==> src/rtl/lsfsm_pkg.sv <==
// Shared definitions for the lab CPU load/store control FSM: state codes, opcodes,
// branch condition codes, flag bit positions and the instruction-class decoder.
package lsfsm_pkg;

  typedef enum logic [2:0] {
    S_FETCH  = 3'd0,
    S_DECODE = 3'd1,
    S_EXEC   = 3'd2,
    S_STORE  = 3'd3,
    S_LOAD   = 3'd4,
    S_DOUT   = 3'd5,
    S_BRANCH = 3'd6
  } state_t;

  typedef enum logic [2:0] {
    C_STOR,
    C_LOAD,
    C_BRANCH,
    C_WAIT,
    C_RTYPE,
    C_ITYPE
  } iclass_t;

  localparam logic [7:0] OP_WAIT  = 8'h00;
  localparam logic [7:0] OP_AND   = 8'h01;
  localparam logic [7:0] OP_OR    = 8'h02;
  localparam logic [7:0] OP_XOR   = 8'h03;
  localparam logic [7:0] OP_ADD   = 8'h05;
  localparam logic [7:0] OP_ADDU  = 8'h06;
  localparam logic [7:0] OP_ADDC  = 8'h07;
  localparam logic [7:0] OP_RSH   = 8'h08;
  localparam logic [7:0] OP_SUB   = 8'h09;
  localparam logic [7:0] OP_SUBC  = 8'h0A;
  localparam logic [7:0] OP_CMP   = 8'h0B;
  localparam logic [7:0] OP_MOV   = 8'h0D;
  localparam logic [7:0] OP_MUL   = 8'h0E;
  localparam logic [7:0] OP_ARSH  = 8'h0F;
  localparam logic [7:0] OP_LSH   = 8'h8C;
  localparam logic [7:0] OP_ADDI  = 8'h50;
  localparam logic [7:0] OP_ADDUI = 8'h60;
  localparam logic [7:0] OP_SUBI  = 8'h90;
  localparam logic [7:0] OP_CMPI  = 8'hB0;
  localparam logic [7:0] OP_MOVI  = 8'hD0;
  localparam logic [7:0] OP_LOAD  = 8'h40;
  localparam logic [7:0] OP_STOR  = 8'h44;

  localparam logic [3:0] COND_EQ = 4'h0;
  localparam logic [3:0] COND_NE = 4'h1;
  localparam logic [3:0] COND_CS = 4'h2;
  localparam logic [3:0] COND_CC = 4'h3;
  localparam logic [3:0] COND_HI = 4'h4;
  localparam logic [3:0] COND_LS = 4'h5;
  localparam logic [3:0] COND_GT = 4'h6;
  localparam logic [3:0] COND_LE = 4'h7;
  localparam logic [3:0] COND_FS = 4'h8;
  localparam logic [3:0] COND_FC = 4'h9;
  localparam logic [3:0] COND_LO = 4'hA;
  localparam logic [3:0] COND_HS = 4'hB;
  localparam logic [3:0] COND_LT = 4'hC;
  localparam logic [3:0] COND_GE = 4'hD;
  localparam logic [3:0] COND_UC = 4'hE;
  localparam logic [3:0] COND_NV = 4'hF;

  localparam int FLAG_C = 0;
  localparam int FLAG_L = 1;
  localparam int FLAG_F = 2;
  localparam int FLAG_Z = 3;
  localparam int FLAG_N = 4;

  // Class priority matters: LOAD/STOR share the 0100 prefix, WAIT overlaps R-type.
  function automatic iclass_t classify(input logic [15:0] ir);
    iclass_t c;
    if (ir[15:12] == 4'h4 && ir[7:4] == 4'h4)      c = C_STOR;
    else if (ir[15:12] == 4'h4 && ir[7:4] == 4'h0) c = C_LOAD;
    else if (ir[15:12] == 4'hC)                    c = C_BRANCH;
    else if ({ir[15:12], ir[7:4]} == 8'h00)        c = C_WAIT;
    else if (ir[15:12] == 4'h0 || ir[15:12] == 4'h8) c = C_RTYPE;
    else                                           c = C_ITYPE;
    return c;
  endfunction

endpackage

==> src/rtl/lsfsm_if.sv <==
// Control bus between the load/store FSM (master) and the CPU datapath (slave).
interface lsfsm_if;
  logic [15:0] instr_set;
  logic [4:0]  Flags_in;
  logic [15:0] wEnable;
  logic [7:0]  opcode;
  logic [3:0]  Rdest_select;
  logic [3:0]  Rsrc_select;
  logic [15:0] Imm_in;
  logic        Imm_select;
  logic        we_a;
  logic        en_a;
  logic        en_b;
  logic        ram_wen;
  logic        lsc_mux_selct;
  logic [7:0]  pc_add_k;
  logic        pc_mux_selct;
  logic        pc_en;
  logic        fsm_alu_mem_selct;
  logic        decoder_en;

  modport master (
    input  instr_set, Flags_in,
    output wEnable, opcode, Rdest_select, Rsrc_select, Imm_in, Imm_select,
           we_a, en_a, en_b, ram_wen, lsc_mux_selct, pc_add_k, pc_mux_selct,
           pc_en, fsm_alu_mem_selct, decoder_en
  );

  modport slave (
    output instr_set, Flags_in,
    input  wEnable, opcode, Rdest_select, Rsrc_select, Imm_in, Imm_select,
           we_a, en_a, en_b, ram_wen, lsc_mux_selct, pc_add_k, pc_mux_selct,
           pc_en, fsm_alu_mem_selct, decoder_en
  );
endinterface

==> src/rtl/lsfsm_cond_eval.sv <==
// Branch condition evaluator: maps a 4-bit condition code and the ALU flags to a taken bit.
module lsfsm_cond_eval
  import lsfsm_pkg::*;
(
  input  logic [3:0] i_cond,
  input  logic [4:0] i_flags,
  output logic       o_taken
);

  always_comb begin
    o_taken = 1'b0;
    case (i_cond)
      COND_EQ: o_taken =  i_flags[FLAG_Z];
      COND_NE: o_taken = !i_flags[FLAG_Z];
      COND_CS: o_taken =  i_flags[FLAG_C];
      COND_CC: o_taken = !i_flags[FLAG_C];
      COND_HI: o_taken =  i_flags[FLAG_L];
      COND_LS: o_taken = !i_flags[FLAG_L];
      COND_GT: o_taken =  i_flags[FLAG_N];
      COND_LE: o_taken = !i_flags[FLAG_N];
      COND_FS: o_taken =  i_flags[FLAG_F];
      COND_FC: o_taken = !i_flags[FLAG_F];
      COND_LO: o_taken = !i_flags[FLAG_L] && !i_flags[FLAG_Z];
      COND_HS: o_taken =  i_flags[FLAG_L] ||  i_flags[FLAG_Z];
      COND_LT: o_taken = !i_flags[FLAG_N] && !i_flags[FLAG_Z];
      COND_GE: o_taken =  i_flags[FLAG_N] ||  i_flags[FLAG_Z];
      COND_UC: o_taken = 1'b1;
      default: o_taken = 1'b0;
    endcase
  end

endmodule

==> src/rtl/load_store_fsm.sv <==
// Multi-cycle fetch/decode/execute/load/store/branch controller for the 16-bit lab CPU.
// Define LSFSM_WAIT_HALT_EN to make WAIT halt (no PC advance) instead of acting as a NOP.
module load_store_fsm
  import lsfsm_pkg::*;
(
  input  logic   clk,
  input  logic   reset,
  lsfsm_if.master bus
);

  state_t      r_state;
  state_t      w_next;
  logic [15:0] r_ir;
  iclass_t     w_class;
  iclass_t     w_dec_class;
  logic [7:0]  w_iop;
  logic [7:0]  w_opcode;
  logic        w_taken;
  logic        w_no_write;

  // Transitions out of DECODE use the live RAM word; IR only holds it from EXEC onward.
  assign w_class     = classify(r_ir);
  assign w_dec_class = classify(bus.instr_set);
  assign w_iop       = {r_ir[15:12], 4'h0};
  assign w_opcode    = (w_class == C_ITYPE || w_class == C_BRANCH) ? w_iop
                                                                   : {r_ir[15:12], r_ir[7:4]};
  assign w_no_write  = (w_class == C_WAIT) || (w_opcode == OP_CMP) || (w_opcode == OP_CMPI);

  lsfsm_cond_eval u_cond (
    .i_cond  (r_ir[11:8]),
    .i_flags (bus.Flags_in),
    .o_taken (w_taken)
  );

  always_ff @(posedge clk or negedge reset) begin
    if (!reset) begin
      r_state <= S_FETCH;
      r_ir    <= '0;
    end else begin
      r_state <= w_next;
      if (r_state == S_DECODE) r_ir <= bus.instr_set;
    end
  end

  always_comb begin
    w_next = S_FETCH;
    case (r_state)
      S_FETCH:  w_next = S_DECODE;
      S_DECODE: begin
        case (w_dec_class)
          C_STOR:   w_next = S_STORE;
          C_LOAD:   w_next = S_LOAD;
          C_BRANCH: w_next = S_BRANCH;
          default:  w_next = S_EXEC;
        endcase
      end
      S_LOAD:   w_next = S_DOUT;
      default:  w_next = S_FETCH;
    endcase
  end

  always_comb begin
    bus.wEnable           = '0;
    bus.opcode            = w_opcode;
    bus.Rdest_select      = r_ir[11:8];
    bus.Rsrc_select       = r_ir[3:0];
    bus.Imm_in            = (w_iop == OP_MOVI || w_iop == OP_ADDUI) ? {8'h00, r_ir[7:0]}
                                                                    : {{8{r_ir[7]}}, r_ir[7:0]};
    bus.Imm_select        = 1'b0;
    bus.we_a              = 1'b0;
    bus.en_a              = 1'b0;
    bus.en_b              = 1'b0;
    bus.ram_wen           = 1'b0;
    bus.lsc_mux_selct     = 1'b0;
    bus.pc_add_k          = '0;
    bus.pc_mux_selct      = 1'b0;
    bus.pc_en             = 1'b0;
    bus.fsm_alu_mem_selct = 1'b0;
    bus.decoder_en        = 1'b0;
    case (r_state)
      S_FETCH:  bus.en_a = 1'b1;
      S_DECODE: begin
        bus.en_a       = 1'b1;
        bus.decoder_en = 1'b1;
      end
      S_EXEC: begin
        if (!w_no_write) bus.wEnable = 16'h0001 << r_ir[11:8];
        bus.Imm_select = (w_class == C_ITYPE);
`ifdef LSFSM_WAIT_HALT_EN
        bus.pc_en      = (w_class != C_WAIT);
`else
        bus.pc_en      = 1'b1;
`endif
      end
      S_STORE: begin
        bus.lsc_mux_selct = 1'b1;
        bus.en_a          = 1'b1;
        bus.we_a          = 1'b1;
        bus.ram_wen       = 1'b1;
        bus.pc_en         = 1'b1;
      end
      S_LOAD: begin
        bus.lsc_mux_selct = 1'b1;
        bus.en_a          = 1'b1;
      end
      S_DOUT: begin
        bus.lsc_mux_selct     = 1'b1;
        bus.fsm_alu_mem_selct = 1'b1;
        bus.wEnable           = 16'h0001 << r_ir[11:8];
        bus.pc_en             = 1'b1;
      end
      S_BRANCH: begin
        bus.pc_en        = 1'b1;
        bus.pc_add_k     = r_ir[7:0];
        bus.pc_mux_selct = w_taken;
      end
      default: ;
    endcase
  end

endmodule

==> src/flat_wrapper.sv <==
// flat-port wrapper written by rule: the top's interface ports become plain ports
module load_store_fsm_flat import lsfsm_pkg::*;
  (clk, reset, bus_instr_set, bus_Flags_in, bus_wEnable, bus_opcode, bus_Rdest_select, bus_Rsrc_select, bus_Imm_in, bus_Imm_select, bus_we_a, bus_en_a, bus_en_b, bus_ram_wen, bus_lsc_mux_selct, bus_pc_add_k, bus_pc_mux_selct, bus_pc_en, bus_fsm_alu_mem_selct, bus_decoder_en);
  lsfsm_if bus_i ();
  input  logic clk;
  input  logic reset;
  input wire logic [$bits(bus_i.instr_set)-1:0] bus_instr_set;
  input wire logic [$bits(bus_i.Flags_in)-1:0] bus_Flags_in;
  output wire logic [$bits(bus_i.wEnable)-1:0] bus_wEnable;
  output wire logic [$bits(bus_i.opcode)-1:0] bus_opcode;
  output wire logic [$bits(bus_i.Rdest_select)-1:0] bus_Rdest_select;
  output wire logic [$bits(bus_i.Rsrc_select)-1:0] bus_Rsrc_select;
  output wire logic [$bits(bus_i.Imm_in)-1:0] bus_Imm_in;
  output wire logic [$bits(bus_i.Imm_select)-1:0] bus_Imm_select;
  output wire logic [$bits(bus_i.we_a)-1:0] bus_we_a;
  output wire logic [$bits(bus_i.en_a)-1:0] bus_en_a;
  output wire logic [$bits(bus_i.en_b)-1:0] bus_en_b;
  output wire logic [$bits(bus_i.ram_wen)-1:0] bus_ram_wen;
  output wire logic [$bits(bus_i.lsc_mux_selct)-1:0] bus_lsc_mux_selct;
  output wire logic [$bits(bus_i.pc_add_k)-1:0] bus_pc_add_k;
  output wire logic [$bits(bus_i.pc_mux_selct)-1:0] bus_pc_mux_selct;
  output wire logic [$bits(bus_i.pc_en)-1:0] bus_pc_en;
  output wire logic [$bits(bus_i.fsm_alu_mem_selct)-1:0] bus_fsm_alu_mem_selct;
  output wire logic [$bits(bus_i.decoder_en)-1:0] bus_decoder_en;
  assign bus_i.instr_set = bus_instr_set;
  assign bus_i.Flags_in = bus_Flags_in;
  assign bus_wEnable = bus_i.wEnable;
  assign bus_opcode = bus_i.opcode;
  assign bus_Rdest_select = bus_i.Rdest_select;
  assign bus_Rsrc_select = bus_i.Rsrc_select;
  assign bus_Imm_in = bus_i.Imm_in;
  assign bus_Imm_select = bus_i.Imm_select;
  assign bus_we_a = bus_i.we_a;
  assign bus_en_a = bus_i.en_a;
  assign bus_en_b = bus_i.en_b;
  assign bus_ram_wen = bus_i.ram_wen;
  assign bus_lsc_mux_selct = bus_i.lsc_mux_selct;
  assign bus_pc_add_k = bus_i.pc_add_k;
  assign bus_pc_mux_selct = bus_i.pc_mux_selct;
  assign bus_pc_en = bus_i.pc_en;
  assign bus_fsm_alu_mem_selct = bus_i.fsm_alu_mem_selct;
  assign bus_decoder_en = bus_i.decoder_en;
  load_store_fsm u_core (.clk(clk), .reset(reset), .bus(bus_i));
endmodule
==> config.mk <==
export PLATFORM = sky130hd
export DESIGN_NAME = load_store_fsm_flat
export DESIGN_NICKNAME = d
export VERILOG_FILES = /design/src/rtl/lsfsm_pkg.sv /design/src/rtl/lsfsm_if.sv /design/src/rtl/lsfsm_cond_eval.sv /design/src/rtl/load_store_fsm.sv /design/src/flat_wrapper.sv
export SDC_FILE = /design/constraint.sdc
export NUM_CORES = 1
export LEC_CHECK = 0
export BUFFER_PORTS_ARGS = -buffer_cell sky130_fd_sc_hd__buf_4
export CORE_ASPECT_RATIO = 1.75
export CORE_MARGIN = 2
export CORE_UTILIZATION = 44
export CTS_CLUSTER_DIAMETER = 30
export DETAILED_ROUTE_END_ITERATION = 10
export PLACE_DENSITY = 0.8
export SYNTH_ARGS = -nofsm -noshare
export SYNTH_HDL_FRONTEND = slang
export SYNTH_HIERARCHICAL = 1
export SYNTH_SLANG_ARGS = --single-unit
==> constraint.sdc <==
create_clock -name clk -period 2.2 [get_ports clk]
set_clock_uncertainty 0.2 [all_clocks]
set_input_delay 0.11 -clock clk [delete_from_list [all_inputs] [get_ports clk]]
set_output_delay 0.11 -clock clk [all_outputs]
set_load 0.02 [all_outputs]
==> flow_summary_export.csv <==
group,metric,value,unit
power_and_ir_drop,vdd_ir_drop_max,1170,µV
worst_setup_path,required,1.89,ns
clocking,cts-root-buf,"clkbuf_8",
die,rows,28,
worst_setup_path,start_kind,"register",
power_and_ir_drop,power.density,1430,nW/µm²
route,drc_errors,0,
die,fp.coreArea,3400,µm²
timing,setup-tns-final,-1.16,ns
die,fp.dieW,49.3,µm
timing,slew_violations,0,
route,avgViaCountPerCell,5.38,
clocking,clk_latency,0.25,ns
clocking,cts_buffers,3,
clocking,path_clk_slew,0.08,ns
run_status,violations,"setup timing",
timing,hold_viol_final,0,
synth,synth_most_common_cell,"dfrtp_1",
timing,tightestPinTransition,0.708,ns
die,io_pins,89,
synth,syn-instance-count,174,
global_route,grt_usage,0.221,
synth,synth_edf_count,0,
timing,timing.final.ws_setup,-0.154,ns
die,initial_utilization,0.465,
synth,syn_area,1580,µm²
clocking,htreeDepth,1,
global_route,antenna_found_initial,0,
route,vias,1744,
worst_setup_path,crit_type,"register to output port",
synth,synth_area_leaders,"dfrtp_1 30%, mux2_2 11%, buf_4 6.7%",
route,antenna_left,0,
placed_design,finalWeightedCongestion,0.825,
synth,syn-num-nets,197,
min_path,holdCritPathClass,"input pin to asynchronous set/reset pin",
synth,synthArstFlopShare,1.00,
route,drt_pass1_iterations,4,
timing,period_share,1.07,
placed_design,dp_slack,0.0763,ns
timing,rsz0062_at_grt,"true",
global_route,grt_pass1_wl,7190,µm
synth,synth_area_per_cell,9.07,µm²
job,maxCapViolCount,0,
die,die_h,83.2,µm
final_layout,diodes,0,
die,die_area,4100,µm²
synth,synth_area_leader_cell,"dfrtp_1",
placed_design,dp_hpwl,3030,µm
worst_setup_path,crit_fanout,10,
synth,synthFlopType,"dfrtp_1",
final_layout,layout.nets,303,
final_layout,syn_to_final_growth,69.9,%
worst_setup_path,ff2ff_path_depth,4,
worst_setup_path,cp_data_arrival_time,2.04,ns
route,first_iter_violations,47,
synth,synth-seq-cells,19,
final_layout,drive_gt1_frac,0.595,
run_status,outcome,"finished with violations",
power_and_ir_drop,p_leak,1.18,nW
synth,synth_cell_types,47,
placed_design,port_buffers,87,
synth,ys_top_cells_by_count,"19 x dfrtp_1, 15 x mux2_2, 14 x buf_4, 14 x nand2_1, 11 x and2_1",
timing,slew_headroom,0.528,
synth,synth_warnings,6,
global_route,gr-total-overflow,0,
synth,yosysSeqAreaShare,0.301,
timing,max_freq,0.425,GHz
clocking,cts_tree,"built",
clocking,clock_path_buffers,2,
global_route,grt_max_degree,20,
route,finalWirelength,5560,µm
global_route,grt_pass1_vias,1544,
timing,setup_violations,17,
timing,holdWs,0.0840,ns
clocking,cts_sinks,19,
route,wl_per_cell,17.2,µm
worst_setup_path,endpoint_kind,"output port",
timing,final.min_clock_period,2.35,ns
synth,post-synth-top-area-fraction,0.301,
-- power breakdown --
part / internal, W / total [W] / switching [W]
registers: 0.000536 / 0.000838 / 0.000303
clock network: 0.000129 / 0.000251 / 0.000122
logic: 0.00128 / 0.00274 / 0.00146
-- flip-flops by register name, summed over array words and instances (netlist names) --
signal / count
u_core/r_ir: 16
u_core/r_state: 3
-- through the flow --
stage                     power, W  cell area (µm²)  std cells   util
after global placement     0.00303             2190        289  0.643
after detailed placement   0.00307             2190        289  0.643
after floorplan            0.00239             1580        174      -
final                      0.00383             2680        324  0.789
after CTS                  0.00337             2420        312  0.713
after global routing       0.00399             2680        324  0.789
-- what timing repair did --
action,CTS,global route
cloned,0,1
hold buffers,17,0
gates resized for setup,3,32
pin swaps,0,20
setup buffers,2,11
endpoints found under the setup margin,1,17
hold endpoints to repair,38,0
-- cell type report --
type | instances | area, µm²
Clock buffer | 4 | 45.0
Tap cell | 45 | 56.3
Multi-Input combinational cell | 127 | 1030
Timing Repair Buffer | 126 | 1050
Inverter | 3 | 11.3
Sequential cell | 19 | 484
Fill cell | 225 | 716
-- critical path: stages, from the launching register on --
cell and delay, ns:
dfrtp_2 0.49, xor2_1 0.18, a211oi_1 0.27, nor3_1 0.07
or4_1 0.49, and2_4 0.16, buf_6 0.13
-- kinds of logic after synthesis --
kind of cell / after synthesis / share of synthesized area
compound gates: 35 / 0.165
xor+xnor: 2 / 0.0111
buf+inv: 28 / 0.122
flops: 19 / 0.301
mux: 18 / 0.126
other cells: 1 / 0.00237
simple gates: 71 / 0.273
-- cell usage in the layout (no fill, tap or decap), drive strengths merged, types with 5 or more instances in the layout --
cell / count
nand2: 14
nand3: 6
a21oi: 20
dlygate4sd3: 17
nor3b: 5
buf: 108
clkbuf: 5
mux2: 15
and2: 11
nor2: 8
dfrtp: 19
-- path summary, 6_finish.rpt --
check / startpoint / endpoint / slack [ns]
setup / recovery: u_core/r_ir[8]$_DFFE_PN0P_ / bus_pc_mux_selct / -0.15
hold / removal: reset / u_core/r_ir[5]$_DFFE_PN0P_ / 0.08
setup reg to reg: u_core/r_state[2]$_DFF_PN0_ / u_core/r_ir[4]$_DFFE_PN0P_ / 0.48
hold reg to reg: u_core/r_state[1]$_DFF_PN0_ / u_core/r_state[2]$_DFF_PN0_ / 0.37
max in group asynchronous: reset / u_core/r_ir[4]$_DFFE_PN0P_ / 1.49
min in group clk: u_core/r_state[1]$_DFF_PN0_ / u_core/r_state[2]$_DFF_PN0_ / 0.37
-- layer usage --
layer	part of all wire	global-route usage	vias to the layer above
li1	-	-	815
met1	0.35	0.240	842
met2	0.57	0.412	73
met3	0.046	0.0216	14
met4	0.028	0.106	0
met5	0	0	-
Power figures use the tool's default switching activity.
